==> src/rtl/yubex_la_pkg.sv <==
// Shared encodings for the multi-channel logic analyzer: FSM states and trigger modes.
package yubex_la_pkg;

  typedef enum logic [1:0] {
    ST_IDLE    = 2'b00,
    ST_ARMED   = 2'b01,
    ST_CAPTURE = 2'b10,
    ST_DONE    = 2'b11
  } la_state_e;

  localparam logic [1:0] TRIG_IMMEDIATE = 2'b00;
  localparam logic [1:0] TRIG_RISING    = 2'b01;
  localparam logic [1:0] TRIG_FALLING   = 2'b10;
  localparam logic [1:0] TRIG_ANY       = 2'b11;

endpackage

==> src/rtl/yubex_edge_stretch.sv <==
// Stretches a one-cycle edge strobe into a flag that stays high for HOLD_CYCLES cycles.
module yubex_edge_stretch #(
  parameter int HOLD_CYCLES = 200
) (
  input  logic clk,
  input  logic rst,
  input  logic edge_i,
  output logic flag_o
);

  localparam int CNT_W = $clog2(HOLD_CYCLES + 1);

  logic [CNT_W-1:0] cnt_q, cnt_d;

  always_comb begin
    // NOTE: default first so every path assigns cnt_d and no latch is inferred.
    cnt_d = cnt_q;
    if (edge_i) begin
      cnt_d = CNT_W'(HOLD_CYCLES);
    end else if (cnt_q != '0) begin
      cnt_d = cnt_q - CNT_W'(1);
    end
  end

  // NOTE: state registers use non-blocking assignments so all flops update together.
  always_ff @(posedge clk or posedge rst) begin
    if (rst) cnt_q <= '0;
    else     cnt_q <= cnt_d;
  end

  assign flag_o = (cnt_q != '0);

endmodule

==> src/rtl/yubex_multi_logic_analyzer.sv <==
// Multi-channel logic analyzer: synchronised levels, stretched edge flags and a
// triggered DEPTH-word capture buffer read out one word per request.
module yubex_multi_logic_analyzer
  import yubex_la_pkg::*;
#(
  parameter int CHANNELS    = 4,
  parameter int SYNC_STAGES = 2,
  parameter int HOLD_CYCLES = 200,
  parameter int DEPTH       = 16,
  localparam int SEL_W      = (CHANNELS > 1) ? $clog2(CHANNELS) : 1
) (
  input  logic                clk,
  input  logic                rst,
  input  logic [CHANNELS-1:0] data_in,
  input  logic                arm,
  input  logic [SEL_W-1:0]    trig_sel,
  input  logic [1:0]          trig_mode,
  input  logic                rd_req,
  output logic [CHANNELS-1:0] level_out,
  output logic [CHANNELS-1:0] rise_flag,
  output logic [CHANNELS-1:0] fall_flag,
  output logic [1:0]          state_out,
  output logic [CHANNELS-1:0] rd_data,
  output logic                rd_valid
);

  localparam int PTR_W = $clog2(DEPTH);
  localparam int PAD_W = 1 << SEL_W;
  localparam logic [PTR_W-1:0] LAST_PTR = PTR_W'(DEPTH - 1);

  logic [CHANNELS-1:0] sync_q [SYNC_STAGES];
  logic [CHANNELS-1:0] prev_q, s, rise, fall;

  always_ff @(posedge clk or posedge rst) begin
    if (rst) begin
      for (int i = 0; i < SYNC_STAGES; i++) sync_q[i] <= '0;
      prev_q <= '0;
    end else begin
      sync_q[0] <= data_in;
      for (int i = 1; i < SYNC_STAGES; i++) sync_q[i] <= sync_q[i-1];
      prev_q <= s;
    end
  end

  assign s    = sync_q[SYNC_STAGES-1];
  assign rise = s & ~prev_q;
  assign fall = ~s & prev_q;

  for (genvar c = 0; c < CHANNELS; c++) begin : g_ch
    yubex_edge_stretch #(.HOLD_CYCLES(HOLD_CYCLES)) u_rise (
      .clk(clk), .rst(rst), .edge_i(rise[c]), .flag_o(rise_flag[c])
    );
    yubex_edge_stretch #(.HOLD_CYCLES(HOLD_CYCLES)) u_fall (
      .clk(clk), .rst(rst), .edge_i(fall[c]), .flag_o(fall_flag[c])
    );
  end

  // Zero-padding to a power of two makes out-of-range selects read as "no edge".
  logic [PAD_W-1:0] rise_pad, fall_pad;
  logic             trig_hit;

  assign rise_pad = PAD_W'(rise);
  assign fall_pad = PAD_W'(fall);

  always_comb begin
    case (trig_mode)
      TRIG_IMMEDIATE: trig_hit = 1'b1;
      TRIG_RISING:    trig_hit = rise_pad[trig_sel];
      TRIG_FALLING:   trig_hit = fall_pad[trig_sel];
      default:        trig_hit = rise_pad[trig_sel] | fall_pad[trig_sel];
    endcase
  end

  la_state_e        state_q, state_d;
  logic [PTR_W-1:0] wr_ptr_q, wr_ptr_d, rd_ptr_q, rd_ptr_d, wr_addr;
  logic             wr_en;

  always_comb begin
    state_d  = state_q;
    wr_ptr_d = wr_ptr_q;
    rd_ptr_d = rd_ptr_q;
    wr_en    = 1'b0;
    wr_addr  = wr_ptr_q;
    case (state_q)
      ST_IDLE: if (arm) state_d = ST_ARMED;
      ST_ARMED: begin
        if (trig_hit) begin
          wr_en    = 1'b1;
          wr_addr  = '0;
          wr_ptr_d = PTR_W'(1);
          state_d  = ST_CAPTURE;
        end
      end
      ST_CAPTURE: begin
        wr_en = 1'b1;
        if (wr_ptr_q == LAST_PTR) begin
          wr_ptr_d = '0;
          state_d  = ST_DONE;
        end else begin
          wr_ptr_d = wr_ptr_q + PTR_W'(1);
        end
      end
      ST_DONE: begin
        // Re-arming takes priority over a read in the same cycle.
        if (arm) begin
          rd_ptr_d = '0;
          state_d  = ST_ARMED;
        end else if (rd_req) begin
          if (rd_ptr_q == LAST_PTR) begin
            rd_ptr_d = '0;
            state_d  = ST_IDLE;
          end else begin
            rd_ptr_d = rd_ptr_q + PTR_W'(1);
          end
        end
      end
      default: state_d = ST_IDLE;
    endcase
  end

  always_ff @(posedge clk or posedge rst) begin
    if (rst) begin
      state_q  <= ST_IDLE;
      wr_ptr_q <= '0;
      rd_ptr_q <= '0;
    end else begin
      state_q  <= state_d;
      wr_ptr_q <= wr_ptr_d;
      rd_ptr_q <= rd_ptr_d;
    end
  end

  // NOTE: the capture buffer is deliberately not reset; every word is rewritten before
  // DONE exposes it, and a reset-free array can map onto plain RAM.
  logic [CHANNELS-1:0] mem_q [DEPTH];

  always_ff @(posedge clk) begin
    if (wr_en) mem_q[wr_addr] <= s;
  end

  assign level_out = s;
  assign state_out = state_q;
  assign rd_valid  = (state_q == ST_DONE);
  assign rd_data   = rd_valid ? mem_q[rd_ptr_q] : '0;

endmodule

==> config.mk <==
export PLATFORM = sky130hd
export DESIGN_NAME = yubex_multi_logic_analyzer
export DESIGN_NICKNAME = d
export VERILOG_FILES = /design/src/rtl/yubex_la_pkg.sv /design/src/rtl/yubex_edge_stretch.sv /design/src/rtl/yubex_multi_logic_analyzer.sv
export SDC_FILE = /design/constraint.sdc
export NUM_CORES = 1
export LEC_CHECK = 0
export ABC_AREA = 0
export BUFFER_PORTS_ARGS = -buffer_cell sky130_fd_sc_hd__buf_4
export CAP_MARGIN = 20
export CORE_MARGIN = 2
export CORE_UTILIZATION = 45
export CTS_CLUSTER_SIZE = 25
export DETAILED_ROUTE_END_ITERATION = 10
export SYNTH_ARGS = -nofsm -noshare
export SYNTH_HDL_FRONTEND = slang
export SYNTH_SLANG_ARGS = --single-unit
==> constraint.sdc <==
create_clock -name clk -period 3 [get_ports clk]
set_input_delay 0.3 -clock clk [delete_from_list [all_inputs] [get_ports clk]]
set_output_delay 0.3 -clock clk [all_outputs]
set_load 0.1 [all_outputs]
==> results of run 1 <==
## worst max-delay path, cell delays in order (launching register included)
cell and delay, ns:
dfrtp_1 0.40, inv_1 0.07, ha_1 0.15, or3b_2 0.49
or4b_2 0.76, buf_4 0.30
## logic make-up after synthesis
| kind of cell | share of synthesized area |
|---|---|
| AO/OA/AOI/OAI | 0.0672 |
| XOR/XNOR | 0.0279 |
| adder cells (fa/ha/maj) | 0.0272 |
| buffers and inverters | 0.0364 |
| flip-flops | 0.590 |
| multiplexers | 0.0715 |
| AND/OR/NAND/NOR | 0.180 |
## how the worst max path moves through the flow
stage                     depth (start not counted)               startpoint  slack, ns      endpoint
final                                             5  g_ch[1].u_rise.cnt_q[0]       0.10  rise_flag[1]
after global placement                            7              trig_sel[1]       0.51   mem_q[1][0]
after detailed placement                          5                prev_q[3]       0.44  mem_q[13][2]
after floorplan                                   2             state_out[1]       0.13    rd_data[0]
after global routing                              5  g_ch[1].u_rise.cnt_q[0]      0.009  rise_flag[1]
after CTS                                         5  g_ch[1].u_rise.cnt_q[0]       0.09  rise_flag[1]
## per-layer routing
metal	GRT usage	vias to the layer above	routed length [µm]
met4	0.0756	0	222
met5	0	-	0
met3	0.0447	15	452
met2	0.270	58	6110
met1	0.242	2210	6210
li1	-	2142	-
## power groups by stage
stage | sequential, µW | combinational, µW | clock [µW]
2_1_floorplan | 3000 | 1790 | 0
3_3_place_gp | 3020 | 2230 | 0
3_5_place_dp | 3040 | 2280 | 0
4_1_cts | 3010 | 2290 | 2180
5_1_grt | 3090 | 2520 | 2270
6_report | 3010 | 2260 | 2130
## sequential cells by signal, indices dropped and copies added, names as in the netlist
register	flops
mem_q	64
prev_q	4
g_ch.u_fall.cnt_q	32
state_out	2
wr_ptr_q	4
sync_q	4
g_ch.u_rise.cnt_q	32
level_out	4
rd_ptr_q	4
## placed cells by master (no fill, tap or decap), types with 5 or more instances in the layout
cell type and count:
dfrtp_1 86, nor2_1 68, edfxtp_1 64, buf_4 42
nand2_1 32, inv_1 28, nor3_1 27, nand3_1 21
a21oi_1 21, mux4_2 20, clkbuf_16 18, nand2b_1 16
ha_1 14, xnor2_1 13, o21ai_0 12, xor2_1 9
o211ai_1 9, a211oi_1 9, nor2b_1 8, or3_1 7
nand3b_1 6, or3b_2 5, or4_1 5, o31ai_1 5
and2_1 5
## through the flow
| stage | hold WS [ns] | util | instances |
|---|---|---|---|
| floorplan | 0.331 | - | 568 |
| global placement | 0.335 | 0.487 | 774 |
| detailed placement | 0.335 | 0.487 | 774 |
| CTS | 0.0366 | 0.529 | 810 |
| global route | 0.0710 | 0.529 | 810 |
| finish | 0.00820 | 0.529 | 810 |
## layout make-up
cell class              count  area (µm²)
inverters                  29         110
clock buffers              21         485
flip-flops and latches    150        4070
clock inverters            11         121
well taps                 188         235
repair buffers             47         375
multi-input cells         364        2590
fillers                  1295        7100
## timing repair
item | in CTS | in global routing
resized for setup | 0 | 0
hold buffers | 4 | 0
hold endpoints to repair | 4 | 0
==> run metrics, run 1 <==
Die Ht 128 µm; status complete, no violations; DP Wirelength 9140 µm; most common cell in the netlist dfrtp_1; Setup TNS Final 0 ns; port bufs 30; Critical Path Fanout Max 8; Data arrival, critical path around 2.6 ns; gr ovfl total 0; Netlist cell types 54; Clk pwr share 0.288; Syn Std Cell Area 0.00691 mm²; vias in the first global route 4527; CP Class register to primary output; DR WL/cell 16.0 µm; largest net degree at the start of global routing between 40 and 50; First-pass DRT Iterations 4; Syn Nets between 500 and 600; htree depth 4; P per Cell Area 927 mW/mm²; Final Critical Period 2.90 ns; DP Area 0.00734 mm²; Syn Area/Cell around 12 µm²; P_leak 0.00308 µW; Slew @ Worst Pin about 0.82 ns; Die Wd 128 µm; Post-Synthesis Cells between 500 and 600; Comb power frac 0.306; fin area 0.00799 mm²; CP Launch Type register; r2r worst-path depth 5; Post-synth EDFFs 64; leading area contributor after synthesis dfrtp_1; sequential share of the synthesized area 0.590; RSZ-0062 raised after global routing no; Sw Ratio 0.345; final slew viol count 0; FFs w/ async S/R, synth 0.573; gr usage total 0.177; CTS Buf Count 17; CTS tree yes; Seq cells post-synth 150; antenna cells 0; Initial Utilization 0.458; Setup-failing EPs final 0; Max-Slew Margin vs Limit 0.455; Place WS 0.445 ns; area grow syn2layout 15.6%; die footprint 0.0164 mm²; Post-CTS Setup Inserts 0; Synth top area share 0.311; # IOs 31; Commonest cells post-synth dfrtp_1, nor2_1, edfxtp_1; clk_lat worst skew between 0.4 and 0.5 ns; Peak VDD IR 0.000578 V; Core ar. between 0.015 and 0.02 mm²; First DRT Iteration DRCs 258; final worst slack between 0.1 and 0.15 ns; Final ANT Viol Nets 0; top_reg_cell synth dfrtp_1; Vias 4425; sw power 2550 µW; Hold Vio Cnt, Final 0; max frequency approximately 0.35 GHz; Tcrit/Tclk final 0.965; Clock Path Buffers 2; clock sinks 150; first-pass GRT wire length 22500 µm; CTS Root Buffer Type clkbuf_16; RR Endpoint mem_q[13][1]; Pint about 4900 µW; Pwr Total approximately 7400 µW; layout cell share with drive strength beyond 1 0.177; routed wire length 13000 µm; routability cong. roughly 0.79; flop-to-flop setup slack 0.42 ns; # rows 45; nets 636; Synth Warn # 0; RR Startpoint prev_q[3]; clock skew between 0.007 and 0.008 ns; DRC viols 0; Sequential Power Share 0.407; CP Capture Type primary output; Reg clk slew, reported paths around 0.06 ns; initial antenna violation count 0; Hold Path Class primary input to asynchronous set/reset pin; Via density 5.46; Req. time, crit path between 2 and 3 ns; number of max-cap violations 0; ranking of synthesized cells by area dfrtp_1, edfxtp_1, mux4_2, nor2_1, ha_1
Note: power is estimated with default switching activity, not from simulation.
==> run 2: changes to the inputs <==
--- a/config.mk
+++ b/config.mk
@@ -14,2 +14,3 @@
 export DETAILED_ROUTE_END_ITERATION = 10
+export RECOVER_POWER = 100
 export SYNTH_ARGS = -nofsm -noshare
==> constraint.sdc (replaced) <==
create_clock -name clk -period 3 [get_ports clk]
set_input_delay 0.15 -clock clk [delete_from_list [all_inputs] [get_ports clk]]
set_output_delay 0.15 -clock clk [all_outputs]
set_load 0.1 [all_outputs]
==> run metrics, run 2 (synthesized netlist as in run 1, its figures left out) <==
status finished with violations; failing checks max-capacitance violations, max-slew violations; max frequency 0.356 GHz (+3.2%); Post-CTS Setup Inserts 0 (unchanged); # IOs 31 (unchanged); die footprint 0.0164 mm² (unchanged); r2r worst-path depth 5 (unchanged); met3 usage 0.0463 (+0.00167); Final Critical Period 2.81 ns (-0.0892 ns); CP Class register to primary output; Initial Utilization 0.458 (unchanged); DRC viols 0 (unchanged); Critical Path Fanout Max 19 (+11); Hold Vio Cnt, Final 0 (unchanged); DP Wirelength 9170 µm (+0.36%); DP Area 0.00731 mm² (-0.41%); First-pass DRT Iterations 5 (+1); first-pass GRT wire length 22600 µm (+0.71%); # rows 45 (unchanged); clock skew 0.00559 ns (-0.00230 ns); crit-path cells mux4_2 > mux4_2 > and2_1 > clkbuf_4; Most Crowded Layer GR met2; area grow syn2layout 14.9%; P_leak 0.00301 µW (-2.1%); most frequent cells in the layout dfrtp_1, nor2_1, edfxtp_1, nand2_1, inv_1; Die Ht 128 µm (unchanged); GR Util met2 0.283 (+0.0129); Data arrival, critical path 2.66 ns (+0.06 ns); CP Capture Type primary output; Critical Path Max Stage Delay 0.85 ns (+0.09 ns); CTS Buf Count 17 (unchanged); CTS Root Buffer Type clkbuf_16; Final ANT Viol Nets 0 (unchanged); Setup-failing EPs final 0 (unchanged); hold path cells 4; routed wire length 13300 µm (+2.4%); Slew @ Worst Pin 2.13 ns (+1.32 ns); Req. time, crit path 2.85 ns (+0.15 ns); Tcrit/Tclk final 0.936 (-0.0297); gr ovfl total 0 (unchanged); largest net degree at the start of global routing 87 (+85%); Vias 4480 (+1.2%); Reg clk slew, reported paths 0.06 ns (about the same); nets 634 (-0.31%); Peak VDD IR 0.000523 V (-9.5%); htree depth 4 (unchanged); Die Wd 128 µm (unchanged); met1 usage 0.240 (-0.00148); clk_lat worst skew 0.42 ns (about the same); gr usage total 0.181 (+0.00429); Critical Path Most Common Cell mux4_2; RSZ-0062 raised after global routing no; Max-Slew Margin vs Limit -0.421 (-0.876); port bufs 30 (unchanged); fin area 0.00794 mm² (-0.61%); CP Launch Type register; CTS tree yes; Via density 5.54 (+1.5%); number of max-cap violations 1 (+1); Setup TNS Final 0 ns (unchanged); initial antenna violation count 0 (unchanged); antenna cells 0 (unchanged); Hold Path Class primary input to register; commonest non-fill, non-tap cell in the layout dfrtp_1; clock sinks 150 (unchanged); max FFs per register 64 (unchanged); DR WL/cell 16.5 µm (+2.7%); routability cong. 0.825 (+4.1%); vias in the first global route 4465 (-1.4%); Clock Path Buffers 2 (unchanged); Regs by FF count mem_q (64), g_ch.u_fall.cnt_q (32), g_ch.u_rise.cnt_q (32); Biggest register mem_q; P per Cell Area 955 mW/mm² (+3.0%); First DRT Iteration DRCs 372 (+44%); final slew viol count 87 (+87); Core ar. 0.0151 mm² (unchanged); Slowest-stage cell, CP dfrtp_1; layout cell share with drive strength beyond 1 0.145 (-0.0317)
==> run 2: timing repair <==
| item | in CTS | in global routing |
|---|---|---|
| endpoints found under the setup margin | 0 | 1 |
| gates resized for setup | 0 | 1 |
| hold buffers | 6 | 0 |
| hold endpoints to repair | 91 | 0 |
==> run 2: layout make-up <==
type	count	area [µm²]
fill	1305	7150
tap	188	235
inverter	29	110
clock buffer	18	429
sequential	150	4070
multi-input combinational	364	2570
clock inverter	14	231
timing repair buffer	45	288
==> run 2: worst paths after layout <==
kind | from | to | slack [ns]
setup / recovery | rd_ptr_q[1] | rd_data[1] | 0.19
hold / removal | rd_req | rd_ptr_q[3] | 0.19
setup reg to reg | prev_q[3] | state_out[1] | 0.32
hold reg to reg | sync_q[4] | level_out[0] | 0.35
max in group asynchronous | rst | prev_q[2] | 0.66
min in group asynchronous | rst | g_ch[2].u_fall.cnt_q[0] | 1.05
==> run 2: power breakdown <==
group	internal (µW)	switching [µW]	total, µW
sequential	2580	482	3060
clock	1550	811	2360
combinational	908	1260	2160
total	5040	2550	7590
==> run 2: per-stage QoR <==
stage / total power [µW] / setup slack [ns] / hold WS (ns) / instances / utilization
after floorplan: 4790 / 0.280 / 0.181 / 568 / -
after global placement: 5230 / 0.512 / 0.260 / 770 / 0.485
after detailed placement: 5310 / 0.441 / 0.261 / 770 / 0.485
after CTS: 7710 / 0.196 / 0.163 / 808 / 0.532
after global routing: 8070 / 0.0655 / 0.218 / 808 / 0.526
final: 7590 / 0.193 / 0.195 / 808 / 0.526
==> run 2: per-layer routing <==
layer | up-vias | part of all wire
li1 | 2147 | -
met1 | 2212 | 0.44
met2 | 100 | 0.49
met3 | 21 | 0.050
met4 | 0 | 0.022
met5 | - | 0
==> run 2: worst max-delay path, delay by kind of cell (launching register included) <==
family	cells	cell delay, ns
buf+inv	1	0.27
flops	1	0.85
mux	2	0.93
simple gates	1	0.17
